--- src/rtl/instr_aligner_pkg.sv ---
// Shared types for the instruction aligner: fetch error codes, halfword
// buffer / output records and the alignment decision encoding.
package instr_aligner_pkg;

    localparam logic [2:0] FETCH_VALID   = 3'b000;
    localparam logic [2:0] FETCH_BUSERR  = 3'b001;
    localparam logic [2:0] FETCH_UCE     = 3'b010;
    localparam logic [2:0] FETCH_CE      = 3'b011;
    localparam logic [2:0] FETCH_MISPRED = 3'b100;

    localparam logic [1:0] RVI_LOW = 2'b11;

    typedef struct packed {
        logic [15:0] data;
        logic [2:0]  err;
        logic        pred;
    } half_t;

    typedef struct packed {
        logic [31:0] instr;
        logic [2:0]  err;
        logic        align;
        logic        pred;
    } instr_t;

    typedef enum logic [2:0] {
        SEL_IDLE,
        SEL_START_HI,
        SEL_RVI,
        SEL_RVC_LO,
        SEL_BUF_RVC,
        SEL_SPLIT,
        SEL_ALIGN
    } sel_e;

    function automatic logic is_rvi(input logic [15:0] h);
        return h[1:0] == RVI_LOW;
    endfunction

    // An instruction spanning two sources reports the earliest fault.
    function automatic logic [2:0] merge_err(input logic [2:0] first, input logic [2:0] second);
        return (first != FETCH_VALID) ? first : second;
    endfunction

endpackage

--- src/rtl/instr_aligner_select.sv ---
// Combinational alignment decision: what to emit, whether the fetch word is
// consumed and the next state of the leftover-halfword buffer.
module instr_aligner_select
    import instr_aligner_pkg::*;
(
    input  logic        h_valid,
    input  half_t       h_cur,
    input  logic        fetch_valid,
    input  logic [31:0] fetch_data,
    input  logic [2:0]  fetch_error,
    input  logic        fetch_start,
    input  logic        fetch_half,
    input  logic        fetch_pred,
    output logic        emit,
    output instr_t      instr,
    output logic        consume,
    output logic        h_valid_nxt,
    output half_t       h_nxt
);
    sel_e        sel;
    logic [15:0] lo;
    logic [15:0] hi;

    assign lo = fetch_data[15:0];
    assign hi = fetch_data[31:16];

    always_comb begin
        sel = SEL_IDLE;
        if (!h_valid) begin
            if (fetch_valid) begin
                if (fetch_start && fetch_half) sel = SEL_START_HI;
                else if (is_rvi(lo))           sel = SEL_RVI;
                else                           sel = SEL_RVC_LO;
            end
        end else if (!is_rvi(h_cur.data)) begin
            sel = SEL_BUF_RVC;
        end else if (h_cur.pred) begin
            // a predicted-taken incomplete RVI can never be completed
            sel = SEL_ALIGN;
        end else if (fetch_valid) begin
            sel = fetch_start ? SEL_ALIGN : SEL_SPLIT;
        end
    end

    always_comb begin
        emit        = 1'b0;
        instr       = '0;
        consume     = 1'b0;
        h_valid_nxt = h_valid;
        h_nxt       = h_cur;
        case (sel)
            SEL_START_HI: begin
                consume     = 1'b1;
                h_valid_nxt = 1'b1;
                h_nxt       = '{hi, fetch_error, fetch_pred};
            end
            SEL_RVI: begin
                emit    = 1'b1;
                instr   = '{fetch_data, fetch_error, 1'b0, fetch_pred};
                consume = 1'b1;
            end
            SEL_RVC_LO: begin
                emit        = 1'b1;
                instr       = '{{16'h0, lo}, fetch_error, 1'b0, 1'b0};
                consume     = 1'b1;
                h_valid_nxt = 1'b1;
                h_nxt       = '{hi, fetch_error, fetch_pred};
            end
            SEL_BUF_RVC: begin
                emit        = 1'b1;
                instr       = '{{16'h0, h_cur.data}, h_cur.err, 1'b0, h_cur.pred};
                h_valid_nxt = 1'b0;
            end
            SEL_SPLIT: begin
                emit    = 1'b1;
                instr   = '{{lo, h_cur.data}, merge_err(h_cur.err, fetch_error), 1'b0, 1'b0};
                consume = 1'b1;
                h_nxt   = '{hi, fetch_error, fetch_pred};
            end
            SEL_ALIGN: begin
                emit        = 1'b1;
                instr       = '{{16'h0, h_cur.data}, h_cur.err, 1'b1, h_cur.pred};
                h_valid_nxt = 1'b0;
            end
            default: ;
        endcase
    end

endmodule

--- src/rtl/instr_aligner.sv ---
// Instruction aligner: turns 32-bit fetch words into one RVI/RVC instruction
// per cycle through a registered valid/ready stage toward the decoder.
module instr_aligner
    import instr_aligner_pkg::*;
(
    input  logic        s_clk_i,
    input  logic        s_resetn_i,
    input  logic        s_flush_i,
    input  logic        s_fetch_valid_i,
    input  logic [31:0] s_fetch_data_i,
    input  logic [2:0]  s_fetch_error_i,
    input  logic        s_fetch_start_i,
    input  logic        s_fetch_half_i,
    input  logic        s_fetch_pred_i,
    output logic        s_fetch_ready_o,
    output logic [31:0] s_instr_o,
    output logic        s_valid_o,
    input  logic        s_ready_i,
    output logic [2:0]  s_fetch_error_o,
    output logic        s_align_error_o,
    output logic        s_prediction_o
);
    logic   h_valid;
    half_t  h_q;
    logic   out_v;
    instr_t out_q;

    logic   sel_emit;
    instr_t sel_instr;
    logic   sel_consume;
    logic   sel_h_valid;
    half_t  sel_h;

    logic   load;
    logic   act;

    instr_aligner_select u_select (
        .h_valid     (h_valid),
        .h_cur       (h_q),
        .fetch_valid (s_fetch_valid_i),
        .fetch_data  (s_fetch_data_i),
        .fetch_error (s_fetch_error_i),
        .fetch_start (s_fetch_start_i),
        .fetch_half  (s_fetch_half_i),
        .fetch_pred  (s_fetch_pred_i),
        .emit        (sel_emit),
        .instr       (sel_instr),
        .consume     (sel_consume),
        .h_valid_nxt (sel_h_valid),
        .h_nxt       (sel_h)
    );

    // The output stage advances only when empty or drained by the decoder.
    assign load            = ~out_v | s_ready_i;
    assign act             = load & ~s_flush_i;
    assign s_fetch_ready_o = act & sel_consume;

    always_ff @(posedge s_clk_i or negedge s_resetn_i) begin
        if (!s_resetn_i) begin
            h_valid <= 1'b0;
            h_q     <= '{16'h0, FETCH_VALID, 1'b0};
            out_v   <= 1'b0;
            out_q   <= '{32'h0, FETCH_VALID, 1'b0, 1'b0};
        end else if (s_flush_i) begin
            h_valid <= 1'b0;
            out_v   <= 1'b0;
        end else if (load) begin
            h_valid <= sel_h_valid;
            h_q     <= sel_h;
            out_v   <= sel_emit;
            if (sel_emit) out_q <= sel_instr;
        end
    end

    assign s_valid_o       = out_v;
    assign s_instr_o       = out_q.instr;
    assign s_fetch_error_o = out_q.err;
    assign s_align_error_o = out_q.align;
    assign s_prediction_o  = out_q.pred;

endmodule

--- config.mk ---
export PLATFORM = sky130hd
export DESIGN_NAME = instr_aligner
export DESIGN_NICKNAME = d
export VERILOG_FILES = /design/src/rtl/instr_aligner_pkg.sv /design/src/rtl/instr_aligner_select.sv /design/src/rtl/instr_aligner.sv
export SDC_FILE = /design/constraint.sdc
export NUM_CORES = 1
export LEC_CHECK = 0
export ABC_AREA = 1
export CORE_ASPECT_RATIO = 1.75
export CORE_MARGIN = 1
export CORE_UTILIZATION = 35
export DETAILED_ROUTE_END_ITERATION = 10
export HOLD_SLACK_MARGIN = 0.08
export SETUP_SLACK_MARGIN = 0.2
export SYNTH_ARGS = -nofsm -noshare
export SYNTH_HDL_FRONTEND = slang
export SYNTH_HIERARCHICAL = 1
export SYNTH_SLANG_ARGS = --single-unit
--- constraint.sdc ---
create_clock -name s_clk_i -period 1.9 [get_ports s_clk_i]
set_clock_uncertainty 0.15 [all_clocks]
set_input_delay 0.38 -clock s_clk_i [delete_from_list [all_inputs] [get_ports s_clk_i]]
set_output_delay 0.38 -clock s_clk_i [all_outputs]
set_load 0.005 [all_outputs]
==> results of run 1 <==
-- logic make-up after synthesis --
family / synth area share
buffers and inverters: 0.1236
and+or+nand+nor: 0.3412
DFF: 0.4405
AOI/OAI and AO/OA: 0.09481
-- cell type report --
| cell class | instances | area [µm²] |
|---|---|---|
| Timing Repair Buffer | 130 | 1244 |
| Fill cell | 882 | 4240 |
| Inverter | 48 | 182.7 |
| Clock buffer | 14 | 264.0 |
| Multi-Input combinational cell | 311 | 1584 |
| Sequential cell | 59 | 1476 |
| Clock inverter | 2 | 10.01 |
| Tap cell | 120 | 150.1 |
-- worst max-delay path, stage by stage (launching register included) --
cell     delay, ns
dfrtp_1       0.41
nor2_4        0.06
buf_6         0.12
nor4_4        0.28
o21ai_2       0.07
inv_1         0.05
nor2_1        0.03
buf_2         0.11
-- what timing repair did --
item / CTS / global route
buffers inserted: 12 / 5
pin swaps: 10 / 7
hold endpoints to repair: 59 / 0
gates resized for setup: 60 / 14
setup endpoints to repair: 95 / 67
hold buffers: 1 / 0
gates cloned: 3 / 0
-- sequential cells by signal, indices dropped and copies added (netlist names) --
name	count
s_instr_o	32
s_fetch_error_o	3
s_align_error_o	1
h_valid	1
h_q	20
s_valid_o	1
s_prediction_o	1
-- power groups by stage --
stage	registers (mW)	clock network, mW	logic (mW)
global route	1.62	1.58	1.28
floorplan	1.60	0	0.542
finish	1.59	1.49	1.16
detailed placement	1.62	0	1.10
global placement	1.61	0	1.09
CTS	1.59	1.52	1.15
-- how the worst max path moves through the flow --
stage	from	endpoint
2_1_floorplan	s_fetch_valid_i	s_instr_o[10]
3_3_place_gp	s_fetch_valid_i	s_fetch_ready_o
3_5_place_dp	s_fetch_valid_i	s_fetch_ready_o
4_1_cts	h_valid	s_fetch_ready_o
5_1_grt	h_valid	s_fetch_ready_o
6_report	h_q[0]	s_fetch_ready_o
-- cells in the mapped netlist, drive strengths merged --
| cell | count |
|---|---|
| clkbuf | 1 |
| o31ai | 1 |
| nor4 | 1 |
| nor2 | 5 |
| o21ai | 40 |
| buf | 27 |
| dfrtp | 59 |
| a21oi | 2 |
| nand4 | 4 |
| nand2 | 160 |
| nand3 | 79 |
| inv | 48 |
| o22ai | 16 |
-- metrics by stage --
step / TNS [ns] / std cells / utilization / hold slack (ns) / setup WS, ns
after floorplan: 0 / 443 / - / -0.06559 / 0.2004
after global placement: -24.64 / 647 / 0.4755 / 0.2632 / -0.7006
after detailed placement: -26.97 / 647 / 0.4755 / 0.2638 / -0.7306
after CTS: -0.1282 / 679 / 0.5284 / 0.3165 / -0.1282
after global routing: -1.797 / 684 / 0.5366 / 0.3455 / -0.1649
final: -0.09099 / 684 / 0.5366 / 0.3089 / -0.09099
-- layer usage --
metal  global-route usage  wire (µm)  part of all wire
met1               0.2481       4073              0.38
met2               0.4010       5800              0.54
met3              0.03333        415             0.039
met4               0.1229        397             0.037
met5                    0          0                 0
==> metrics, run 1 <==
first-pass GRT wire length 17220 µm; end of the worst hold path s_instr_o[29]; clock latency at the later pin of the worst-skew pair 0.32 ns; switching power 1.271 mW; failing checks setup timing; worst vdd ir 0.5060 mV; Power Total 4.240 mW; RSZ-0062 raised after global routing yes; Required @ worst endpoint 1.37 ns; reg2reg end s_instr_o[8]; WP data arrival 1.46 ns; Critical Path End Type primary output; fin worst setup slack -0.09099 ns; WHS Path Cells 2; DIE HEIGHT 131.5 µm; Seq cells post-synth 59; vias per cell 5.029; fin area 4911 µm²; Clock Path Buffers 2; Synth warnings 6; largest net degree at the start of global routing 60; clk root buf clkbuf_16; RePlAce Congestion 0.8583; Clock transition at path regs 0.05 ns; worst hold start s_instr_o[29]; Die X 75.98 µm; share of cells above drive strength 1 0.1738; Period minus WS final 1.991 ns; via count 3440; Seq/Total Area, Yosys 0.4405; Final setup viols 1; r2r startpoint h_q[0]; type of the worst setup path reg2out; number of port buffers 81; worst slew pin tran 0.3832 ns; Final HPWL DP 6966 µm; Max Clk Rate 0.5023 GHz; leading area contributor after synthesis dfrtp_1; DR pass1 iterations 5; number of global-route vias before repair 3419; Combinational Power Share 0.274; PD cells 863.5 nW/µm²; DRT iter0 DRCs 213; status finished, violations left; Final Hold Fails 0; I/O Pins 82; Final period util 1.048; share of total power in sequential cells 0.375; top post-synthesis cells by area dfrtp_1 44%, nand2_1 17%, nand3_1 10%; CTS buffer count 9; fin nets 602; Sink Count 59; Syn Nets 486; commonest non-fill, non-tap cell in the layout nand2_1; GRT Residual Overflow 0; pins over their slew limit 0; crit start category flip-flop; Sw Ratio 0.2997; # diodes 0; FF-to-FF path depth 12; Mean Syn Cell Area 7.567 µm²; Residual DRC 0; post-route ant nets 0; die area 9988 µm²; Leakage 2.727 nW; Max-cap violations 0; Mapped Cells 443; P&R area growth vs syn 46.51%; Netlist Area Pre-Place 3352 µm²; Min-Delay Path Class reg2reg; post-place instance area 4352 µm²; commonest cells after routing, fill and taps aside 152 x nand2_1, 67 x nand3_1, 59 x dfrtp_1; Rel. slew slack 0.7445; CTS tree yes; Routed Wire Length 10690 µm; GRT Overall Usage 0.2230; core area 9151 µm²; H-tree depth 3; reg2reg setup slack 0.02 ns; Initial Util 0.3663; Wirelength per Cell 15.62 µm; clock network power share 0.351; Int Pwr 2.969 mW; Core Rows 46; proportion of netlist area held by the largest area contributor 0.4405; initial antenna violation count 0; Worst Path Max Fanout 2; Synth cell types 25
No activity file was read; power rests on OpenSTA's default activity.
==> run 2, diff against run 1 <==
--- a/config.mk
+++ b/config.mk
@@ -9,6 +9,7 @@
 export CORE_ASPECT_RATIO = 1.75
 export CORE_MARGIN = 1
 export CORE_UTILIZATION = 35
+export CTS_CLUSTER_SIZE = 28
 export DETAILED_ROUTE_END_ITERATION = 10
 export HOLD_SLACK_MARGIN = 0.08
 export SETUP_SLACK_MARGIN = 0.2
==> results of run 2 <==
No change in the layout: final DEF, timing and power equal those of run 1.
==> run 3, diff against run 2 <==
--- a/config.mk
+++ b/config.mk
@@ -7,7 +7,6 @@
 export LEC_CHECK = 0
 export ABC_AREA = 1
 export CORE_ASPECT_RATIO = 1.75
-export CORE_MARGIN = 1
 export CORE_UTILIZATION = 35
 export CTS_CLUSTER_SIZE = 28
 export DETAILED_ROUTE_END_ITERATION = 10
@@ -15,5 +14,4 @@
 export SETUP_SLACK_MARGIN = 0.2
 export SYNTH_ARGS = -nofsm -noshare
 export SYNTH_HDL_FRONTEND = slang
-export SYNTH_HIERARCHICAL = 1
 export SYNTH_SLANG_ARGS = --single-unit
==> metrics, run 3 <==
status finished, violations left; failing checks DRC, setup timing; Synth cell types 21; PD cells 976.0 nW/µm²; commonest non-fill, non-tap cell in the layout nand2_1; crit start category flip-flop; Main synth FF type dfrtp_1; Critical Path End Type primary output; filler cell count 658; Rel. slew slack 0.7733; RePlAce Congestion 0.7957; Reg area 1476 µm²; Synth Area in Simple Gates 0.2530; Synth top cells by count 173 x nand2_1, 59 x dfrtp_1, 46 x inv_1; adder-cell share of the synthesized area 0; H-tree depth 3; Residual DRC 12; Min-Delay Path Class in2reg; die area 8647 µm²; Seq cells post-synth 59; worst slew pin tran 0.3401 ns; Mapped Cells 374; number of port buffers 81; Sink Count 59; P&R area growth vs syn 76.60%; largest net degree at the start of global routing 60; Routed Wire Length 10150 µm; Sw Ratio 0.2916; Synth warnings 0; Synth Area in Compound Gates 0.1406; clk root buf clkbuf_16; Placed Instances 558; clock latency at the later pin of the worst-skew pair 0.33 ns; EDFF count, synth 0; Clock transition at path regs 0.05 ns; Int Pwr 3.532 mW; fin nets 559; GRT Residual Overflow 0; FFs w/ async S/R, synth 1.000; Netlist Area Pre-Place 2893 µm²; reg2reg setup slack 0.01 ns; proportion of netlist area held by the largest area contributor 0.5104; Final Hold Fails 0; GRT Max-Usage Layer met2; worst vdd ir 0.6926 mV; initial antenna violation count 0; top post-synthesis cells by area dfrtp_1 51%, nand2_1 22%, inv_1 6.0%; DRT iter0 DRCs 210; Wirelength per Cell 16.60 µm; Core Rows 43; Max Clk Rate 0.5150 GHz; vias per cell 4.928; met3 Track Usage GR 0.02874; post-route ant nets 0; Final HPWL DP 5486 µm; Multi-input gate area 1409 µm²; GRT Overall Usage 0.2195; Clock Path Buffers 2; switching power 1.454 mW; Worst Path Max Fanout 4; CTS buffer count 9; Required @ worst endpoint 1.37 ns; DIE HEIGHT 122.3 µm; Initial Util 0.3633; type of the worst setup path reg2out; fin worst setup slack -0.04161 ns; WP data arrival 1.41 ns; Combinational Power Share 0.296; most frequent cell after synthesis nand2_1; first-pass GRT wire length 14370 µm; Seq/Total Area, Yosys 0.5104; mux cell area share after synthesis 0; met2 Use GR 0.4249; leading area contributor after synthesis dfrtp_1; met1 usage 0.2331; CTS tree yes; Layout Cells excl Fill 611; Mean Syn Cell Area 7.735 µm²; number of global-route vias before repair 2906; commonest cells after routing, fill and taps aside 140 x nand2_1, 59 x dfrtp_1, 44 x inv_1, 44 x dlygate4sd2_1, 34 x clkdlybuf4s50_1; DR pass1 iterations 8; core area 7963 µm²; XOR/XNOR Fraction of Synth Area 0; pins over their slew limit 0; share of cells above drive strength 1 0.2975; Util after Layout 0.6416; share of total power in sequential cells 0.347; Fin Setup TNS -0.04161 ns; clock network power share 0.358; Syn Nets 417; Final period util 1.022; Leakage 2.767 nW; Period minus WS final 1.942 ns; Final setup viols 1; Largest register FFs 32; RSZ-0062 raised after global routing yes; I/O Pins 82; largest family of logic cells by synthesized area simple AND/OR/NAND/NOR gates; # diodes 0; Max-cap violations 0; via count 3011; Die X 70.73 µm
## run 3: cell types whose count changed after synthesis, moves of 3 or more
cell      before  now
clkbuf_1       1    6
o21ai_0       28   34
nand2_4        3    0
nand3_2        9    1
nand4_1        4    0
o22ai_1       16    7
nand2_1      154  173
buf_2         11    6
o21ai_1       12    4
buf_12         3    0
o22ai_2        0    9
nor2_1         3    8
nand3_1       69    4
buf_4          9    0
## run 3: path summary, 6_finish.rpt
kind / startpoint / to / cells after the start
setup reg to reg: h_q[4] / s_instr_o[25] / 12
min in group asynchronous: s_resetn_i / s_instr_o[29] / 3
hold / removal: s_flush_i / h_valid / 3
hold reg to reg: s_align_error_o / s_align_error_o / 2
max in group asynchronous: s_resetn_i / s_instr_o[20] / 3
setup / recovery: h_valid / s_fetch_ready_o / 5
## run 3: repair_timing
action / CTS / global route
pin swaps: 32 / 10
setup buffers: 14 / 11
endpoints found under the hold margin: 59 / 0
hold buffers: 1 / 0
endpoints found under the setup margin: 96 / 60
gates cloned: 5 / 6
resized for setup: 127 / 34
## run 3: power by group through the flow
stage	Sequential, mW	Clock (mW)	Combinational, mW
after global routing	1.76	1.85	1.60
after detailed placement	1.72	0	1.19
after global placement	1.72	0	1.18
after floorplan	1.71	0	0.484
final	1.73	1.78	1.47
after CTS	1.72	1.79	1.28
## run 3: stage by stage
step                      power, mW  area, µm²  setup WS (ns)  hold WS (ns)
after floorplan               2.196       2893         0.2811      -0.06559
after global placement        2.897       4006        -0.5933        0.2635
after detailed placement      2.914       4006        -0.6631        0.2652
after CTS                     4.793       4742       -0.07581        0.3163
after global routing          5.215       5109        -0.1190        0.3116
final                         4.986       5109       -0.04161        0.2932
## run 3: routing by layer
metal,vias to the layer above,routed length [µm]
met1,1429,3640
met2,110,5698
met5,-,0
met4,0,282
li1,1449,-
met3,23,523
## run 3: kinds of logic after synthesis
group / count (synthesis)
AND/OR/NAND/NOR: 190
buffers and inverters: 64
flip-flops: 59
AO/OA/AOI/OAI: 61
## run 3: area by class of cell
class                      instances  area share
timing repair buffer             147      0.3128
sequential                        59      0.2890
multi-input combinational        251      0.2758
clock buffer                      11     0.04947
inverter                          48     0.03625
tap                               90     0.02204
clock inverter                     5     0.01470
## run 3: critical path: stages (launching register included)
cell      delay, ns
dfrtp_1        0.39
inv_2          0.11
buf_4          0.13
nand3_4        0.09
a211oi_2       0.23
buf_2          0.14
